$ cat src/rtl/shift_operand_sequencer.sv
// Operand-2 sequencer: decodes the shift/rotate/extend field, fetches Rs when needed,
// drives the shared shifter for one cycle and returns the result and carry over valid/ready.
module shift_operand_sequencer #(
  parameter int RS_LAT = 1
) (
  input  logic        clk,
  input  logic        reset_n,
  input  logic        op_valid,
  output logic        op_ready,
  input  logic [11:0] op2,
  input  logic        is_imm,
  input  logic        ext_en,
  input  logic [1:0]  ext_type,
  input  logic [31:0] rm_value,
  input  logic        cin,
  output logic        rs_rd_en,
  output logic [3:0]  rs_addr,
  input  logic [31:0] rs_data,
  output logic [31:0] sh_in,
  output logic [5:0]  sh_amt,
  output logic [2:0]  sh_type,
  output logic        sh_e,
  input  logic [31:0] sh_result,
  output logic        res_valid,
  input  logic        res_ready,
  output logic [31:0] result,
  output logic        carry,
  output logic        res_err
);

  localparam logic [2:0] IDLE    = 3'd0;
  localparam logic [2:0] RS_READ = 3'd1;
  localparam logic [2:0] RS_WAIT = 3'd2;
  localparam logic [2:0] SHIFT   = 3'd3;
  localparam logic [2:0] DONE    = 3'd4;

  localparam logic [1:0] WAIT_INIT = 2'(RS_LAT - 1);

  localparam logic [1:0] T_LSL = 2'd0;
  localparam logic [1:0] T_LSR = 2'd1;
  localparam logic [1:0] T_ASR = 2'd2;
  localparam logic [1:0] T_ROR = 2'd3;

  logic [2:0]  state;
  logic [11:0] op2_q;
  logic        is_imm_q;
  logic        ext_en_q;
  logic [1:0]  ext_type_q;
  logic [31:0] rm_q;
  logic        cin_q;
  logic [7:0]  amt8;
  logic [1:0]  wait_cnt;

  logic        req_reg;
  logic        reg_spec;
  logic        illegal;
  logic [7:0]  n;
  logic [4:0]  n_lo;
  logic [1:0]  typ;
  logic        sign;
  logic        big;
  logic        eq32;
  logic [4:0]  lsl_idx;
  logic [4:0]  rsh_idx;
  logic [31:0] asr_mask;
  logic [31:0] res_c;
  logic        carry_c;
  logic        err_c;
  logic        rs_unused;

  assign req_reg  = !ext_en && !is_imm && op2[4] && !op2[7];
  assign reg_spec = !ext_en_q && !is_imm_q && op2_q[4] && !op2_q[7];
  assign illegal  = !ext_en_q && !is_imm_q && op2_q[4] && op2_q[7];

  assign op_ready  = (state == IDLE);
  assign res_valid = (state == DONE);
  assign rs_rd_en  = (state == RS_READ);
  assign rs_addr   = op2_q[11:8];
  assign rs_unused = ^rs_data[31:8];

  // Register-specified amounts use the whole low byte of Rs; immediate amounts are 5 bits.
  assign n        = reg_spec ? amt8 : {3'b000, op2_q[11:7]};
  assign n_lo     = n[4:0];
  assign typ      = op2_q[6:5];
  assign sign     = rm_q[31];
  assign big      = |n[7:5];
  assign eq32     = (n == 8'd32);
  assign lsl_idx  = 5'd0 - n_lo;
  assign rsh_idx  = n_lo - 5'd1;
  assign asr_mask = ~(32'hFFFF_FFFF >> n_lo);

  always_comb begin
    sh_in   = '0;
    sh_amt  = '0;
    sh_type = '0;
    sh_e    = 1'b0;
    res_c   = '0;
    carry_c = 1'b0;
    err_c   = 1'b0;
    if (state == SHIFT) begin
      if (ext_en_q) begin
        sh_e    = 1'b1;
        sh_type = {1'b0, ext_type_q};
        sh_in   = rm_q;
        res_c   = sh_result;
        carry_c = cin_q;
      end else if (is_imm_q) begin
        sh_in   = {24'b0, op2_q[7:0]};
        sh_type = {1'b0, T_ROR};
        sh_amt  = {1'b0, op2_q[11:8], 1'b0};
        res_c   = sh_result;
        carry_c = (op2_q[11:8] == 4'd0) ? cin_q : sh_result[31];
      end else if (illegal) begin
        res_c   = rm_q;
        carry_c = cin_q;
        err_c   = 1'b1;
      end else if (n == 8'd0) begin
        // Immediate-form amount 0 encodes LSR #32, ASR #32 and RRX; register amount 0 is a pass.
        if (reg_spec || typ == T_LSL) begin
          res_c   = rm_q;
          carry_c = cin_q;
        end else begin
          case (typ)
            T_LSR: begin
              res_c   = '0;
              carry_c = sign;
            end
            T_ASR: begin
              res_c   = {32{sign}};
              carry_c = sign;
            end
            default: begin
              res_c   = {cin_q, rm_q[31:1]};
              carry_c = rm_q[0];
            end
          endcase
        end
      end else begin
        case (typ)
          T_LSL: begin
            if (big) begin
              res_c   = '0;
              carry_c = eq32 ? rm_q[0] : 1'b0;
            end else begin
              sh_in   = rm_q;
              sh_type = {1'b0, T_LSL};
              sh_amt  = {1'b0, n_lo};
              res_c   = sh_result;
              carry_c = rm_q[lsl_idx];
            end
          end
          T_LSR: begin
            if (big) begin
              res_c   = '0;
              carry_c = eq32 ? sign : 1'b0;
            end else begin
              sh_in   = rm_q;
              sh_type = {1'b0, T_LSR};
              sh_amt  = {1'b0, n_lo};
              res_c   = sh_result;
              carry_c = rm_q[rsh_idx];
            end
          end
          T_ASR: begin
            if (big) begin
              res_c   = {32{sign}};
              carry_c = sign;
            end else begin
              sh_in   = rm_q;
              sh_type = {1'b0, T_ASR};
              sh_amt  = {1'b0, n_lo};
              res_c   = sh_result | (sign ? asr_mask : 32'd0);
              carry_c = rm_q[rsh_idx];
            end
          end
          default: begin
            if (n_lo == 5'd0) begin
              res_c   = rm_q;
              carry_c = sign;
            end else begin
              sh_in   = rm_q;
              sh_type = {1'b0, T_ROR};
              sh_amt  = {1'b0, n_lo};
              res_c   = sh_result;
              carry_c = sh_result[31];
            end
          end
        endcase
      end
    end
  end

  always_ff @(posedge clk or negedge reset_n) begin
    if (!reset_n) begin
      state      <= IDLE;
      op2_q      <= '0;
      is_imm_q   <= 1'b0;
      ext_en_q   <= 1'b0;
      ext_type_q <= '0;
      rm_q       <= '0;
      cin_q      <= 1'b0;
      amt8       <= '0;
      wait_cnt   <= '0;
      result     <= '0;
      carry      <= 1'b0;
      res_err    <= 1'b0;
    end else begin
      case (state)
        IDLE: begin
          if (op_valid) begin
            op2_q      <= op2;
            is_imm_q   <= is_imm;
            ext_en_q   <= ext_en;
            ext_type_q <= ext_type;
            rm_q       <= rm_value;
            cin_q      <= cin;
            state      <= req_reg ? RS_READ : SHIFT;
          end
        end
        RS_READ: begin
          wait_cnt <= WAIT_INIT;
          state    <= RS_WAIT;
        end
        RS_WAIT: begin
          if (wait_cnt == 2'd0) begin
            amt8  <= rs_data[7:0];
            state <= SHIFT;
          end else begin
            wait_cnt <= wait_cnt - 2'd1;
          end
        end
        SHIFT: begin
          result  <= res_c;
          carry   <= carry_c;
          res_err <= err_c;
          state   <= DONE;
        end
        DONE: begin
          if (res_ready) state <= IDLE;
        end
        default: state <= IDLE;
      endcase
    end
  end

endmodule

$ cat config.mk
export PLATFORM = sky130hd
export DESIGN_NAME = shift_operand_sequencer
export DESIGN_NICKNAME = d
export VERILOG_FILES = /design/src/rtl/shift_operand_sequencer.sv
export SDC_FILE = /design/constraint.sdc
export NUM_CORES = 1
export LEC_CHECK = 0
export CAP_MARGIN = 20
export CORE_AREA = 2 2 136 138
export CTS_BUF_LIST = sky130_fd_sc_hd__clkbuf_4
export DETAILED_ROUTE_END_ITERATION = 16
export DIE_AREA = 0 0 138 140
export PLACE_DENSITY = 0.7
export SLEW_MARGIN = 20
export SYNTH_ARGS = -nofsm -noshare
export SYNTH_HDL_FRONTEND = slang
export SYNTH_SLANG_ARGS = --single-unit
$ cat constraint.sdc
create_clock -name clk -period 6.5 [get_ports clk]
set_input_delay 1.3 -clock clk [delete_from_list [all_inputs] [get_ports clk]]
set_output_delay 1.3 -clock clk [all_outputs]
set_load 0.05 [all_outputs]
# ---- Word level (Yosys, flattened, before mapping)
# Cells that the tools add are included.
dict set report totals {
  register_bits 96
  inputBits 117
  word_cells 127
  output_inout_bits 83
}
dict set report classes {
  bitwise 2
  reduce_logical 29
  magnitude_cmp 2
  eq_ne 11
  shift 1
  muxes 67
  n_addsub 3
}
# op n
set op_table {}
lappend op_table {{32-bit 2-to-1 mux} 17}
lappend op_table {{32-bit case mux with 2 select lines} 2}
lappend op_table {{5-bit 2-to-1 mux} 8}
lappend op_table {{32-bit NOT} 1}
lappend op_table {{32-bit bitwise OR} 1}
lappend op_table {{32-bit by 5-bit >> shifter with 32-bit output, first input constant} 1}
lappend op_table {{1-bit 2-to-1 mux} 21}
lappend op_table {{2-bit 2-to-1 mux} 9}
lappend op_table {{3-bit case mux with 5 select lines} 1}
lappend op_table {{5-bit by 6-bit less-than comparator with 1-bit output, second input constant} 2}
lappend op_table {{1-bit binary-select mux with 5-bit select} 2}
lappend op_table {{3-bit 2-to-1 mux} 3}
lappend op_table {{8-bit by 6-bit == test with 1-bit output, second input constant} 1}
lappend op_table {{8-bit logical NOT} 1}
lappend op_table {{8-bit 2-to-1 mux} 1}
lappend op_table {{1-bit logical AND} 7}
lappend op_table {{3-bit by 2-bit == test with 1-bit output, second input constant} 2}
lappend op_table {{1-bit logical NOT} 6}
lappend op_table {{2-bit inequality test, second input constant} 3}
lappend op_table {{2-bit case mux with 3 select lines} 1}
lappend op_table {{2-bit AND reduction} 3}
lappend op_table {{3-bit OR reduction} 2}
lappend op_table {{5-bit logical NOT} 1}
lappend op_table {{1-bit by 5-bit subtractor with 5-bit output, first input constant} 1}
lappend op_table {{other kinds (16)} 18}

# ---- Logic depth before layout (Yosys ltp)
dict set report logic_depth {
  word_depth 15
  depth_mapped 14
  depth_no_buf 10
}

# ---- Least setup slack after synthesis
# Ideal clock, no wire load.
dict set report synth_path {
  path_kind {register to output}
  start {register is_imm_q}
  end {output sh_amt[3]}
  n_path_buf 4
  path_slack_ns 1.324
  path_stages_with_launch 11
  t_required_ns 5.200
  t_arrival_ns 3.876
  path_cell_list {dfrtp_1 > buf_2 > nor4b_4 > buf_2 > a21oi_1 > ha_1 > clkbuf_1 > clkbuf_1 > a21oi_1 > nand3_1 > o41ai_1}
}
dict set report synth_between {
  elab_chain_len 13
  word_cells_on_any_way 17
  classes_between {mux (9); reduce/logical (8)}
}
# item line_no
set synth_lines {}
lappend synth_lines {{start: declaration} 46} ;# logic is_imm_q;
lappend synth_lines {{start signal: assignment} 212} ;# is_imm_q <= is_imm;
lappend synth_lines {{1-bit logical NOT} {72, 73}}
lappend synth_lines {{1-bit logical AND (2 in series)} {72, 73}}
lappend synth_lines {{1-bit logical AND} 72} ;# assign reg_spec = !ext_en_q && !is_imm_q && op2_q[4] && !op2_q[7];
lappend synth_lines {{8-bit 2-to-1 mux} 82} ;# assign n = reg_spec ? amt8 : {3'b000, op2_q[11:7]};
lappend synth_lines {{5-bit logical NOT or 3-bit OR reduction (tied branches)} {177, 86}}
lappend synth_lines {{5-bit 2-to-1 mux, on equally long branches} --}
lappend synth_lines {{5-bit 2-to-1 mux} --}
lappend synth_lines {{5-bit 2-to-1 mux} 117} ;# end else if (n == 8'd0) begin
lappend synth_lines {{5-bit 2-to-1 mux} 113} ;# end else if (illegal) begin
lappend synth_lines {{5-bit 2-to-1 mux *} 107} ;# end else if (is_imm_q) begin
lappend synth_lines {{5-bit 2-to-1 mux *} 101} ;# if (ext_en_q) begin
lappend synth_lines {{5-bit 2-to-1 mux *} 100} ;# if (state == SHIFT) begin
lappend synth_lines {{end: declaration} 20} ;# output logic [5:0] sh_amt,
# Mark *: on every way between the ends. The rest lies on a longest branch, timed or not.

# ---- Worst setup path after layout
dict set report layout_path {
  start {register ext_en_q}
  end {output sh_in[7]}
}
dict set report layout_between {
  elab_chain_len 13
  word_cells_on_any_way 17
  classes_between {mux (9); reduce/logical (8)}
}
# item line_no
set layout_lines {}
lappend layout_lines {{start: declaration} 47} ;# logic ext_en_q;
lappend layout_lines {{start signal: assignment} 213} ;# ext_en_q <= ext_en;
lappend layout_lines {{1-bit logical NOT} {72, 73}}
lappend layout_lines {{1-bit logical AND (2 in series)} {72, 73}}
lappend layout_lines {{1-bit logical AND} 72}
lappend layout_lines {{8-bit 2-to-1 mux} 82}
lappend layout_lines {{5-bit logical NOT or 3-bit OR reduction (tied branches)} {177, 86}}
lappend layout_lines {{32-bit 2-to-1 mux, on equally long branches} --}
lappend layout_lines {{32-bit 2-to-1 mux} --}
lappend layout_lines {{32-bit 2-to-1 mux} 117}
lappend layout_lines {{32-bit 2-to-1 mux} 113}
lappend layout_lines {{32-bit 2-to-1 mux} 107}
lappend layout_lines {{32-bit 2-to-1 mux *} 101}
lappend layout_lines {{32-bit 2-to-1 mux *} 100}
lappend layout_lines {{end: declaration} 19} ;# output logic [31:0] sh_in,
# Marks and branches as above.

==> impl_metrics.json <==
{
  "status": "finished, final reports clean",
  "hold_class": "flop to flop",
  "clock.fmax_ghz": 0.1763,
  "core-area_mm2": 0.01778,
  "yosysWarnings": 0,
  "min-delay-start": "result[8]",
  "yosysMostFrequentCell": "dfrtp_1",
  "design.die.area_mm2": 0.01932,
  "critPathMaxFanout": 22,
  "synthArstFlopShare_pct": 100.0,
  "area_delta_synth_final_pct": 31.17,
  "vias": 7416,
  "fp.dieH_um": 140,
  "grt_start_max_net_pins": 66,
  "ys.flop_type": "dfrtp_1",
  "p_per_area_mw_per_mm2": 624.9,
  "critPathRequiredTime_ps": 5200,
  "antenna_found_initial": 1,
  "worstMarginPinSlew_ps": 1198,
  "via_per_inst": 6.264,
  "p_total_mw": 6.038,
  "vdd_drop_max_uv": 293.8,
  "endpoint_kind": "primary output",
  "whs_endpoint": "result[8]",
  "fp.dieW_um": 138,
  "rrSetupSlack_ps": 2040,
  "finalHoldViolations": 0,
  "insertion_delay_ps": 490,
  "tritoncts": "done",
  "r2r_start": "ext_en_q",
  "leakagePower_nw": 3.646,
  "gp_congestion": 0.9732,
  "path_class": "flop to primary output",
  "fin_crit_ps": 5673,
  "ioPinCount": 200,
  "syn_avg_cell_area_um2": 8.885,
  "cts-hold-fix-buffers": 0,
  "synthDistinctLibCells": 58,
  "first_pass_iters": 6,
  "r2r_cells": 10,
  "finClkSkew_ps": 20.77,
  "fin_crit_sh_pct": 87.28,
  "num_rows": 49,
  "synth_common_cells": "dfrtp_1, a21oi_1, nand2_1, o21ai_0, mux2_2",
  "rsz0062_at_grt": "false",
  "fin_tns_setup_ps": 0,
  "clock_path_buffers": 2,
  "cts_buffers": 9,
  "clockRootBuffer": "clkbuf_4",
  "grt-ovfl-total": 0,
  "clk_pin_slew_ps": 160,
  "drv_cap": 0,
  "grt_pass1_wl_mm": 40.23,
  "grt_use_total_pct": 26.04,
  "cts_max_level": 3,
  "yosysTopAreaCell": "dfrtp_1",
  "wirelength_mm": 25.85,
  "max_slew_margin_pct": 19.86,
  "pre_cts_slack_ps": 1392,
  "fin_ws_ps": 826.6,
  "buffer_ports.inserted": 173,
  "synth_top_area_share_pct": 32.61,
  "layout-drive-gt1-share_pct": 17.61,
  "crit_arrival_ps": 4370,
  "postSynthCellCount": 829,
  "grt_pass1_vias": 6986,
  "post-cts-setup-buffers": 0,
  "synth_edf_count": 0,
  "min_path_cells": 2,
  "nets": 1075,
  "startpoint_type": "flop",
  "clock-sinks": 96,
  "dp_hpwl_mm": 18.08,
  "r2r-end": "carry",
  "setup_viol": 0,
  "synth_seq_cells": 96,
  "slew_violations": 0,
  "drtIter0Drc": 963,
  "wl_per_cell_um": 21.83,
  "post_cts_resized": 0,
  "initial_core_util_pct": 41.43,
  "fillers": 1616,
  "yosysSeqAreaShare_pct": 32.61,
  "ys_top_cells_by_area": "dfrtp_1, mux2_2, a221oi_1",
  "postRouteAntennaNets": 0,
  "drc_errors": 0,
  "syn_area_mm2": 0.007366
}
-- layout make-up --
class / instances / area [µm²] / area share, %
clock buffers: 9 / 67.56 / 0.6993
inverters: 15 / 56.30 / 0.5828
repair buffers: 191 / 2165 / 22.40
multi-input cells: 636 / 4587 / 47.47
flip-flops and latches: 96 / 2402 / 24.86
well taps: 229 / 286.5 / 2.966
diodes: 1 / 2.502 / 0.02590
clock inverters: 7 / 95.09 / 0.9842
-- kinds of logic after synthesis --
kind of cell             after synthesis  share of synthesized area (%)
AO/OA/AOI/OAI                        301                          26.97
AND/OR/NAND/NOR                      208                          13.40
multiplexers                         112                          19.55
buffers and inverters                 98                          5.402
flip-flops                            96                          32.61
adder cells (fa/ha/maj)                9                          1.529
XOR/XNOR                               4                         0.4756
other                                  1                        0.05091
-- placed cells by master (no fill, tap or decap), types with 6 or more instances in the layout --
cell | Yosys | layout
a211oi_1 | 37 | 37
a21oi_1 | 75 | 75
a221oi_1 | 52 | 52
a22o_1 | 12 | 12
a22oi_1 | 6 | 6
and2_1 | 30 | 29
buf_12 | 0 | 30
buf_4 | 6 | 19
clkbuf_4 | 0 | 9
clkdlybuf4s50_1 | 0 | 142
dfrtp_1 | 96 | 96
ha_1 | 9 | 8
inv_1 | 13 | 13
mux2_2 | 72 | 72
mux2i_1 | 21 | 21
mux4_2 | 18 | 18
nand2_1 | 75 | 75
nand3_1 | 7 | 7
nor2_1 | 55 | 54
nor3_1 | 14 | 13
nor4_1 | 7 | 7
o21ai_0 | 73 | 73
-- per-layer routing --
layer	share of wire (%)	GRT usage, %	vias up
met5	0	0	-
met4	2.0	6.498	0
met3	12	6.872	46
met2	45	39.60	451
met1	42	37.10	3540
li1	-	-	3379
-- worst max-delay path by stage --
| stage | start | end | slack [ps] | depth (start not counted) |
|---|---|---|---|---|
| 2_1_floorplan | is_imm_q | sh_amt[3] | 1320 | 10 |
| 3_3_place_gp | ext_en_q | sh_type[1] | 1420 | 8 |
| 3_5_place_dp | ext_en_q | sh_in[7] | 1390 | 9 |
| 4_1_cts | ext_en_q | sh_in[7] | 830 | 9 |
| 5_1_grt | ext_en_q | sh_in[7] | 480 | 9 |
| 6_report | ext_en_q | sh_in[7] | 830 | 9 |
-- power breakdown --
group | internal [mW] | total (mW) | switching (mW)
Clock | 0.157 | 0.383 | 0.227
Combinational | 1.75 | 4.22 | 2.47
Sequential | 0.887 | 1.44 | 0.548
Total | 2.79 | 6.04 | 3.24
-- state kept, by name, summed over array words and instances, names as in the netlist --
name        count
result         32
ext_type_q      2
ext_en_q        1
cin_q           1
op2_q          12
carry           1
res_err         1
wait_cnt        2
rm_q           32
is_imm_q        1
amt8            8
state           3
-- per-stage QoR --
step / std cells / area, µm² / util (%) / hold WS (ps)
2_1_floorplan: 830 / 7370 / - / 481.6
3_3_place_gp: 1167 / 9495 / 53.41 / 462.5
3_5_place_dp: 1167 / 9495 / 53.41 / 469.9
4_1_cts: 1183 / 9658 / 54.32 / 503.4
5_1_grt: 1184 / 9662 / 54.34 / 539.7
6_report: 1184 / 9662 / 54.34 / 497.3
-- critical path: stages (launching register included) --
cell and delay, ps:
dfrtp_1 570, nor4b_4 840, nand2b_1 710, nor2_1 370, a21oi_1 120, nand3_1 180, o21bai_1 100, a22oi_1 210
nor2_1 60, clkdlybuf4s50_1 720
No activity file was read; power rests on OpenSTA's default activity.
